===== src/rtl/riscv_pkg.sv =====
// Shared definitions for the RV32I multi-cycle sequencer: base opcodes,
// immediate-type select encoding, sequencer states and the NOP word.
package riscv_pkg;

  localparam logic [6:0] OPC_LOAD   = 7'b0000011;
  localparam logic [6:0] OPC_OP_IMM = 7'b0010011;
  localparam logic [6:0] OPC_AUIPC  = 7'b0010111;
  localparam logic [6:0] OPC_STORE  = 7'b0100011;
  localparam logic [6:0] OPC_OP     = 7'b0110011;
  localparam logic [6:0] OPC_LUI    = 7'b0110111;
  localparam logic [6:0] OPC_BRANCH = 7'b1100011;
  localparam logic [6:0] OPC_JALR   = 7'b1100111;
  localparam logic [6:0] OPC_JAL    = 7'b1101111;

  typedef enum logic [2:0] {
    IMM_I    = 3'd0,
    IMM_S    = 3'd1,
    IMM_SB   = 3'd2,
    IMM_U    = 3'd3,
    IMM_UJ   = 3'd4,
    IMM_NONE = 3'd7
  } imm_sel_e;

  typedef enum logic [2:0] {
    ST_FETCH  = 3'd0,
    ST_DECODE = 3'd1,
    ST_EXEC   = 3'd2,
    ST_MEM    = 3'd3,
    ST_WB     = 3'd4,
    ST_TRAP   = 3'd5
  } seq_state_e;

  // addi x0, x0, 0
  localparam logic [31:0] NOP_INSTR = 32'h0000_0013;

endpackage


===== src/rtl/opcode_decoder.sv =====
// Combinational RV32I base-opcode classifier: immediate type, instruction
// class flags, register write-back and legality.
module opcode_decoder
  import riscv_pkg::*;
(
  input  logic [6:0] opcode,
  output logic [2:0] imm_sel,
  output logic       is_load,
  output logic       is_store,
  output logic       is_branch,
  output logic       is_jal,
  output logic       is_jalr,
  output logic       writes_rd,
  output logic       legal
);

  // Classify the opcode; anything outside the base set is flagged illegal
  always_comb begin
    imm_sel   = IMM_NONE;
    is_load   = 1'b0;
    is_store  = 1'b0;
    is_branch = 1'b0;
    is_jal    = 1'b0;
    is_jalr   = 1'b0;
    writes_rd = 1'b0;
    legal     = 1'b1;
    case (opcode)
      OPC_OP_IMM: begin imm_sel = IMM_I;  writes_rd = 1'b1; end
      OPC_LOAD:   begin imm_sel = IMM_I;  writes_rd = 1'b1; is_load = 1'b1; end
      OPC_JALR:   begin imm_sel = IMM_I;  writes_rd = 1'b1; is_jalr = 1'b1; end
      OPC_STORE:  begin imm_sel = IMM_S;  is_store = 1'b1; end
      OPC_BRANCH: begin imm_sel = IMM_SB; is_branch = 1'b1; end
      OPC_LUI:    begin imm_sel = IMM_U;  writes_rd = 1'b1; end
      OPC_AUIPC:  begin imm_sel = IMM_U;  writes_rd = 1'b1; end
      OPC_JAL:    begin imm_sel = IMM_UJ; writes_rd = 1'b1; is_jal = 1'b1; end
      OPC_OP:     begin writes_rd = 1'b1; end
      default:    begin legal = 1'b0; end
    endcase
  end

endmodule


===== src/rtl/instruction_sequencer.sv =====
// Multi-cycle control FSM for the single-issue RV32I core:
// FETCH -> DECODE -> EXEC -> [MEM] -> WB -> FETCH.
// Optional feature macro ILLEGAL_TRAP_EN: an unrecognised opcode parks the
// sequencer in TRAP with a sticky illegal_instr flag; without it such an
// opcode retires as a NOP.
module instruction_sequencer
  import riscv_pkg::*;
#(
  parameter logic [31:0] RESET_PC      = 32'h0000_0000,
  parameter int unsigned FETCH_TIMEOUT = 0
) (
  input  logic        clk,
  input  logic        rst,
  output logic        imem_req,
  output logic [31:0] imem_addr,
  input  logic        imem_ack,
  input  logic [31:0] imem_rdata,
  output logic [31:0] instruction,
  output logic [31:0] program_counter,
  output logic [2:0]  imm_sel,
  input  logic [31:0] sb_target,
  input  logic [31:0] uj_target,
  input  logic [31:0] jalr_target,
  input  logic        branch_taken,
  output logic        dmem_req,
  output logic        dmem_we,
  input  logic        dmem_ack,
  output logic        reg_write_en,
  output logic        illegal_instr
);

  seq_state_e  state, state_nxt;
  logic [31:0] pc_q, pc_nxt, instr_q;
  logic [2:0]  imm_sel_q;
  logic        fetch_drop, fetch_done;

  logic [2:0]  dec_imm_sel;
  logic        dec_load, dec_store, dec_branch, dec_jal, dec_jalr;
  logic        dec_writes_rd, dec_legal;
  logic        unused_ok;

  opcode_decoder u_dec (
    .opcode    (instr_q[6:0]),
    .imm_sel   (dec_imm_sel),
    .is_load   (dec_load),
    .is_store  (dec_store),
    .is_branch (dec_branch),
    .is_jal    (dec_jal),
    .is_jalr   (dec_jalr),
    .writes_rd (dec_writes_rd),
    .legal     (dec_legal)
  );

  // JALR clears bit 0 of its target, so that bit is never consumed
  assign unused_ok = ^{dec_legal, jalr_target[0]};

  generate
    if (FETCH_TIMEOUT > 0) begin : g_tmo
      logic [31:0] tmo_cnt;
      // Count unanswered fetch cycles; cleared outside FETCH and after a dropped cycle
      always_ff @(posedge clk) begin
        if (rst) begin
          tmo_cnt <= '0;
        end else if (state != ST_FETCH || fetch_drop) begin
          tmo_cnt <= '0;
        end else if (!imem_ack) begin
          tmo_cnt <= tmo_cnt + 32'd1;
        end
      end
      assign fetch_drop = (state == ST_FETCH) && (tmo_cnt == 32'(FETCH_TIMEOUT));
    end else begin : g_no_tmo
      assign fetch_drop = 1'b0;
    end
  endgenerate

  assign imem_req        = !rst && (state == ST_FETCH) && !fetch_drop;
  assign fetch_done      = imem_req && imem_ack;
  assign imem_addr       = pc_q;
  assign program_counter = pc_q;
  assign instruction     = instr_q;
  assign imm_sel         = imm_sel_q;
  assign dmem_req        = !rst && (state == ST_MEM);
  assign dmem_we         = dmem_req && dec_store;
  assign reg_write_en    = !rst && (state == ST_WB) && dec_writes_rd;

  // State register
  always_ff @(posedge clk) begin
    if (rst) begin
      state <= ST_FETCH;
    end else begin
      state <= state_nxt;
    end
  end

  // Next-state sequencing
  always_comb begin
    state_nxt = state;
    case (state)
      ST_FETCH:  if (fetch_done) state_nxt = ST_DECODE;
`ifdef ILLEGAL_TRAP_EN
      ST_DECODE: state_nxt = dec_legal ? ST_EXEC : ST_TRAP;
`else
      ST_DECODE: state_nxt = ST_EXEC;
`endif
      ST_EXEC:   state_nxt = (dec_load || dec_store) ? ST_MEM : ST_WB;
      ST_MEM:    if (dmem_ack) state_nxt = ST_WB;
      ST_WB:     state_nxt = ST_FETCH;
      ST_TRAP:   state_nxt = ST_TRAP;
      default:   state_nxt = ST_FETCH;
    endcase
  end

  // Next PC chosen at write-back; sequential PC wraps naturally at 2^32
  always_comb begin
    pc_nxt = pc_q + 32'd4;
    if (dec_branch && branch_taken) begin
      pc_nxt = sb_target;
    end else if (dec_jal) begin
      pc_nxt = uj_target;
    end else if (dec_jalr) begin
      pc_nxt = {jalr_target[31:1], 1'b0};
    end
  end

  // Instruction register, immediate select and PC commit
  always_ff @(posedge clk) begin
    if (rst) begin
      pc_q      <= RESET_PC;
      instr_q   <= NOP_INSTR;
      imm_sel_q <= IMM_NONE;
    end else begin
      if (state == ST_FETCH && fetch_done) instr_q <= imem_rdata;
      if (state == ST_DECODE) imm_sel_q <= dec_imm_sel;
      if (state == ST_WB) pc_q <= pc_nxt;
    end
  end

`ifdef ILLEGAL_TRAP_EN
  logic illegal_q;
  // Sticky illegal-opcode flag, cleared only by reset
  always_ff @(posedge clk) begin
    if (rst) begin
      illegal_q <= 1'b0;
    end else if (state == ST_DECODE && !dec_legal) begin
      illegal_q <= 1'b1;
    end
  end
  assign illegal_instr = illegal_q;
`else
  assign illegal_instr = 1'b0;
`endif

endmodule


===== config.mk =====
export PLATFORM = sky130hd
export DESIGN_NAME = instruction_sequencer
export DESIGN_NICKNAME = d
export VERILOG_FILES = /design/src/rtl/riscv_pkg.sv /design/src/rtl/opcode_decoder.sv /design/src/rtl/instruction_sequencer.sv
export SDC_FILE = /design/constraint.sdc
export NUM_CORES = 1
export LEC_CHECK = 0
export ABC_AREA = 1
export CAP_MARGIN = 20
export CORE_ASPECT_RATIO = 1.75
export CORE_MARGIN = 8
export CORE_UTILIZATION = 45
export CTS_CLUSTER_SIZE = 16
export DETAILED_ROUTE_END_ITERATION = 12
export PLACE_DENSITY = 0.88
export SETUP_SLACK_MARGIN = 0.4
export SLEW_MARGIN = 0
export SYNTH_ARGS = -nofsm -noshare
export SYNTH_HDL_FRONTEND = slang
export SYNTH_SLANG_ARGS = --single-unit

===== constraint.sdc =====
create_clock -name clk -period 5 [get_ports clk]
set_clock_uncertainty 0.1 [all_clocks]
set_input_delay 1 -clock clk [delete_from_list [all_inputs] [get_ports clk]]
set_output_delay 1 -clock clk [all_outputs]
set_load 0.02 [all_outputs]

* Yosys cells after proc, flatten, opt, wreduce, memory -nomap -nowiden
Index checks and enable logic that the tools add are counted.
** Storage, ports and cells
- Register bits :: 70
- Output and inout port bits :: 104
- Input bits :: 133
- Logic and storage cells :: 50
** Cells by class
- Equality and inequality tests :: 16
- Add/subtract/negate cells :: 1
- Reductions and logical operators :: 15
- Multiplexer cells :: 14
** Operators by type and width (number)
- $mux 32 :: 3
- $add 32x3->32 const B :: 1
- $pmux 3 s5 :: 2
- $eq 7x6->1 const B :: 3
- $eq 7x7->1 const B :: 3
- $eq 7x5->1 const B :: 2
- $mux 3 :: 3
- $logic_and 1x1->1 :: 8
- $eq 7x2->1 const B :: 1
- $reduce_or 7->1 :: 1
- $eq 3x2->1 const B :: 2
- $eq 3x3->1 const B :: 2
- $mux 1 :: 6
- $ne 2x2->1 const B :: 2
- $eq 3x1->1 const B :: 1
- $logic_not 3->1 :: 1
- $reduce_or 3->1 :: 1
- $reduce_and 2->1 :: 1
- $reduce_or 2->1 :: 1
- $logic_not 1->1 :: 1
- $logic_or 1x1->1 :: 1

* Depth between registers and ports, before layout
- Depth after elaboration :: 5
- Gate-level depth with buffers :: 11
- Depth with buffers taken out :: 11

* By module
From an unflattened synthesis, not the netlist that was laid out.
** Unflattened totals
- Cells, all modules :: 761
- Area total of the unflattened synthesis :: 4790.8 um2
** By module, submodules not included
- instruction_sequencer :: area an instance 4553.1 um2, cells an instance 713, times used 1, seq. area each 1401.3 um2
- opcode_decoder :: area an instance 237.7 um2, cells an instance 48, times used 1, seq. area each 0.0 um2

* Worst setup path after synthesis
No wires, ideal clock.
- Path type :: input port to output port
- Start point :: input port rst
- End point :: output port dmem_we
- Arrival :: 1.867 ns
- Required time :: 3.900 ns
- Buffers on the path :: 1
- Slack :: 2.033 ns
- Cell stages on the path :: 2
- Cells stage by stage :: buf_2 > nor4_1
** On the way
- Longest elaborated chain between the ends :: 3
** RTL lines
- start, declared :: RTL line instruction_sequencer.sv:13 : input logic rst,
- $logic_not 1->1 :: RTL line instruction_sequencer.sv:82 : assign dmem_req = !rst && (state == ST_MEM);
- $logic_and 1x1->1 :: RTL line instruction_sequencer.sv:82
- $logic_and 1x1->1 :: RTL line instruction_sequencer.sv:83 : assign dmem_we = dmem_req && dec_store;
- end, declared :: RTL line instruction_sequencer.sv:26 : output logic dmem_we,
No other way between the ends.

* Worst setup path in the final report
Ends and elaborated chain as after synthesis.

==> reports/results.ini <==
[synthesis]
syn-cell-area_sq_mm=0.004821
synthSimpleGateAreaFrac_pct=36.75
synth_adder_area_share_pct=0.2595
synth_nets=936
synthMuxAreaShare_pct=0
synth_xor_area_share_pct=1.272
ys.flop_type=dfxtp_1
yosys.area.top_type_share_pct=29.07
synth_top_family_by_area=simple AND/OR/NAND/NOR gates
ys_ff_latch=70
async_flop_share_pct=0
synth.most_common_cell=nand2_1
synth_top_cell_by_area=dfxtp_1
synth_edf_count=0
yosysWarnings=0
synth.avg_cell_area_sq_um=6.011
seq_area_frac_synth_pct=29.07
synth_cell_type_count=35
synth_compound_area_share_pct=17.36
synthTopCellsByArea=dfxtp_1 (29%), nand2_1 (20%), o21ai_0 (8.8%)
syn-instance-count=802
synth_common_cells=nand2_1 (263), o21ai_0 (85), dfxtp_1 (70), inv_1 (67), nor2_1 (59)

[timing]
finalHoldViolCount=0
slew_violations=0
rsz0062_at_grt=false
slew_headroom_pct=52.07
fmax_mhz=272.8
setup_viol=0
period_share_pct=73.31
tightest_slew_ns=0.7180
fin_hold_ws_ns=0.3717
tns_ns=0
layout_min_cycle_time_ns=3.666

[hold_path]
min_delay_worst_endpoint=imm_sel[0]
whs_path_depth=2
hold_path.class=flip-flop to flip-flop
min-delay-start=imm_sel[0]

[final_layout]
fill_cells=943
final_util_pct=68.22
area_growth_pct=49.62
layoutNonFillerInstCount=1116
antenna_cells=0
final_area_sq_mm=0.007213
drive_above_1_share_pct=5.984
nets=1115

[floorplan]
die_h_um=152.9
die_x_um=94.24
row_count=50
core_area_sq_mm=0.01057
ioPinCount=237
initial_core_util_pct=45.60
die_area_sq_mm=0.01441

[clock_network]
cts_root_buf=clkbuf_16
clockBufferDepth=2
ctsHoldBuffers=0
cts_tree=yes
post_cts_buffers=0
clock-sinks=70
clk_latency_ns=0.34
clkSlewWorstSetupHoldPaths_ns=0.06
h-tree-depth=3
cts_resized=0
cts_buffers=9

[critical_path]
cp.required_ns=3.90
timing_worst_setup_path_type=input pin to primary output
critical-path-max-stage-delay_ns=0.65
slowest_stage=clkdlybuf4s50_1
r2r_slack_ns=2.79
r2r.worst_path.cells=10
endpoint_kind=primary output
crit_fanout=7
cp_common_cell=clkdlybuf4s50_1
rr_endpoint=imem_addr[0]
cp.arrival_ns=2.57
critPathLaunchType=input pin
cp_cell_sequence=clkdlybuf4s50_1 > nor4_1 > clkdlybuf4s50_1
reg2reg_from=instruction[5]

[status]
status=complete, no violations

[grt]
antenna_found_initial=0
grt_util_met3_pct=6.768
grt_pass1_vias=5707
grt_pass1_wl_um=29160
grt_busiest_layer=met2
grt_usage_pct=25.45
grt_max_degree=62
overflow=0
use_met1_pct=25.54
grtUsageMet2_pct=46.04

[routing]
antenna_left=0
viasPerCell=5.117
drtIter0Drc=288
vias=5711
drc=0
wirelength_um=18580
dr.pass1.iters=5
wire_per_inst_um=16.65

[placement]
dp.cells=1100
port_buffers=234
finalWeightedCongestion=0.9425
place_area_sq_mm=0.006932
dpl.hpwl_um=13730

[power_and_ir_drop]
p_per_area_mw_per_mm2=359.4
p_leak_uw=0.002854
ir_worst_vdd_mv=0.2543

[job]
drv_cap=0

## power by group
part	switching [uW]	internal, uW	total [uW]
sequential	160	685	844
clock	274	341	615
combinational	602	531	1130
## registers in the layout, indices dropped and copies added (netlist names)
name / cells
imem_addr: 32
instruction: 32
imm_sel: 3
state: 3
## worst max path at each step
stage	start	end	slack, ns	depth (start not counted)
2_1_floorplan	rst	dmem_we	2.03	2
3_3_place_gp	rst	dmem_we	1.34	3
3_5_place_dp	rst	dmem_we	1.33	3
4_1_cts	rst	dmem_we	1.32	3
5_1_grt	rst	dmem_we	1.22	3
6_report	rst	dmem_we	1.33	3
## cell families after synthesis
kind of cell | count (synthesis)
AND/OR/NAND/NOR | 414
XOR/XNOR | 7
other | 1
buffers and inverters | 149
AO/OA/AOI/OAI | 160
flip-flops | 70
adder cells (fa/ha/maj) | 1
## metal layers
layer / up-vias / wire length, um
met5: - / 0
met4: 0 / 683
met3: 45 / 1601
met2: 237 / 9804
met1: 2563 / 6487
li1: 2866 / -
## final cells by class
type	count	area [sq um]	area share, %
multi-input combinational	583	2686	37.24
timing repair buffer	240	2387	33.10
sequential	70	1401	19.43
inverter	77	294.0	4.076
clock buffer	9	225.2	3.122
tap	130	162.7	2.255
clock inverter	7	56.30	0.7806
## layout by cell type, fill, tap and decap left out
master / instances
a21oi_1: 52
a21oi_2: 3
a31oi_1: 4
and2_1: 3
buf_4: 6
clkbuf_16: 9
clkdlybuf4s50_1: 234
clkinv_2: 1
clkinv_4: 4
clkinvlp_4: 1
conb_1: 1
dfxtp_1: 70
ha_1: 1
inv_1: 66
inv_2: 10
inv_6: 2
nand2_1: 263
nand2_2: 4
nand3_1: 57
nand3_2: 1
nand3_4: 1
nor2_1: 59
nor2_2: 2
nor2_4: 4
nor3_1: 5
nor3_2: 2
nor3_4: 1
nor3b_4: 1
nor4_1: 2
o211ai_1: 1
o21ai_0: 85
o21ai_1: 8
o21bai_1: 7
or2_0: 2
or2_2: 7
xnor2_1: 3
xor2_1: 4
## worst max-delay path, delay by kind of cell
family / cells / cell delay [ns]
buffers and inverters: 2 / 1.23
and+or+nand+nor: 1 / 0.33
## stage by stage
step	power [uW]	worst slack (ns)
after floorplan	1495	2.033
after global placement	1971	1.338
after detailed placement	1989	1.325
after CTS	2605	1.323
after global routing	2734	1.222
final	2592	1.334
Power figures use the tool's default switching activity.
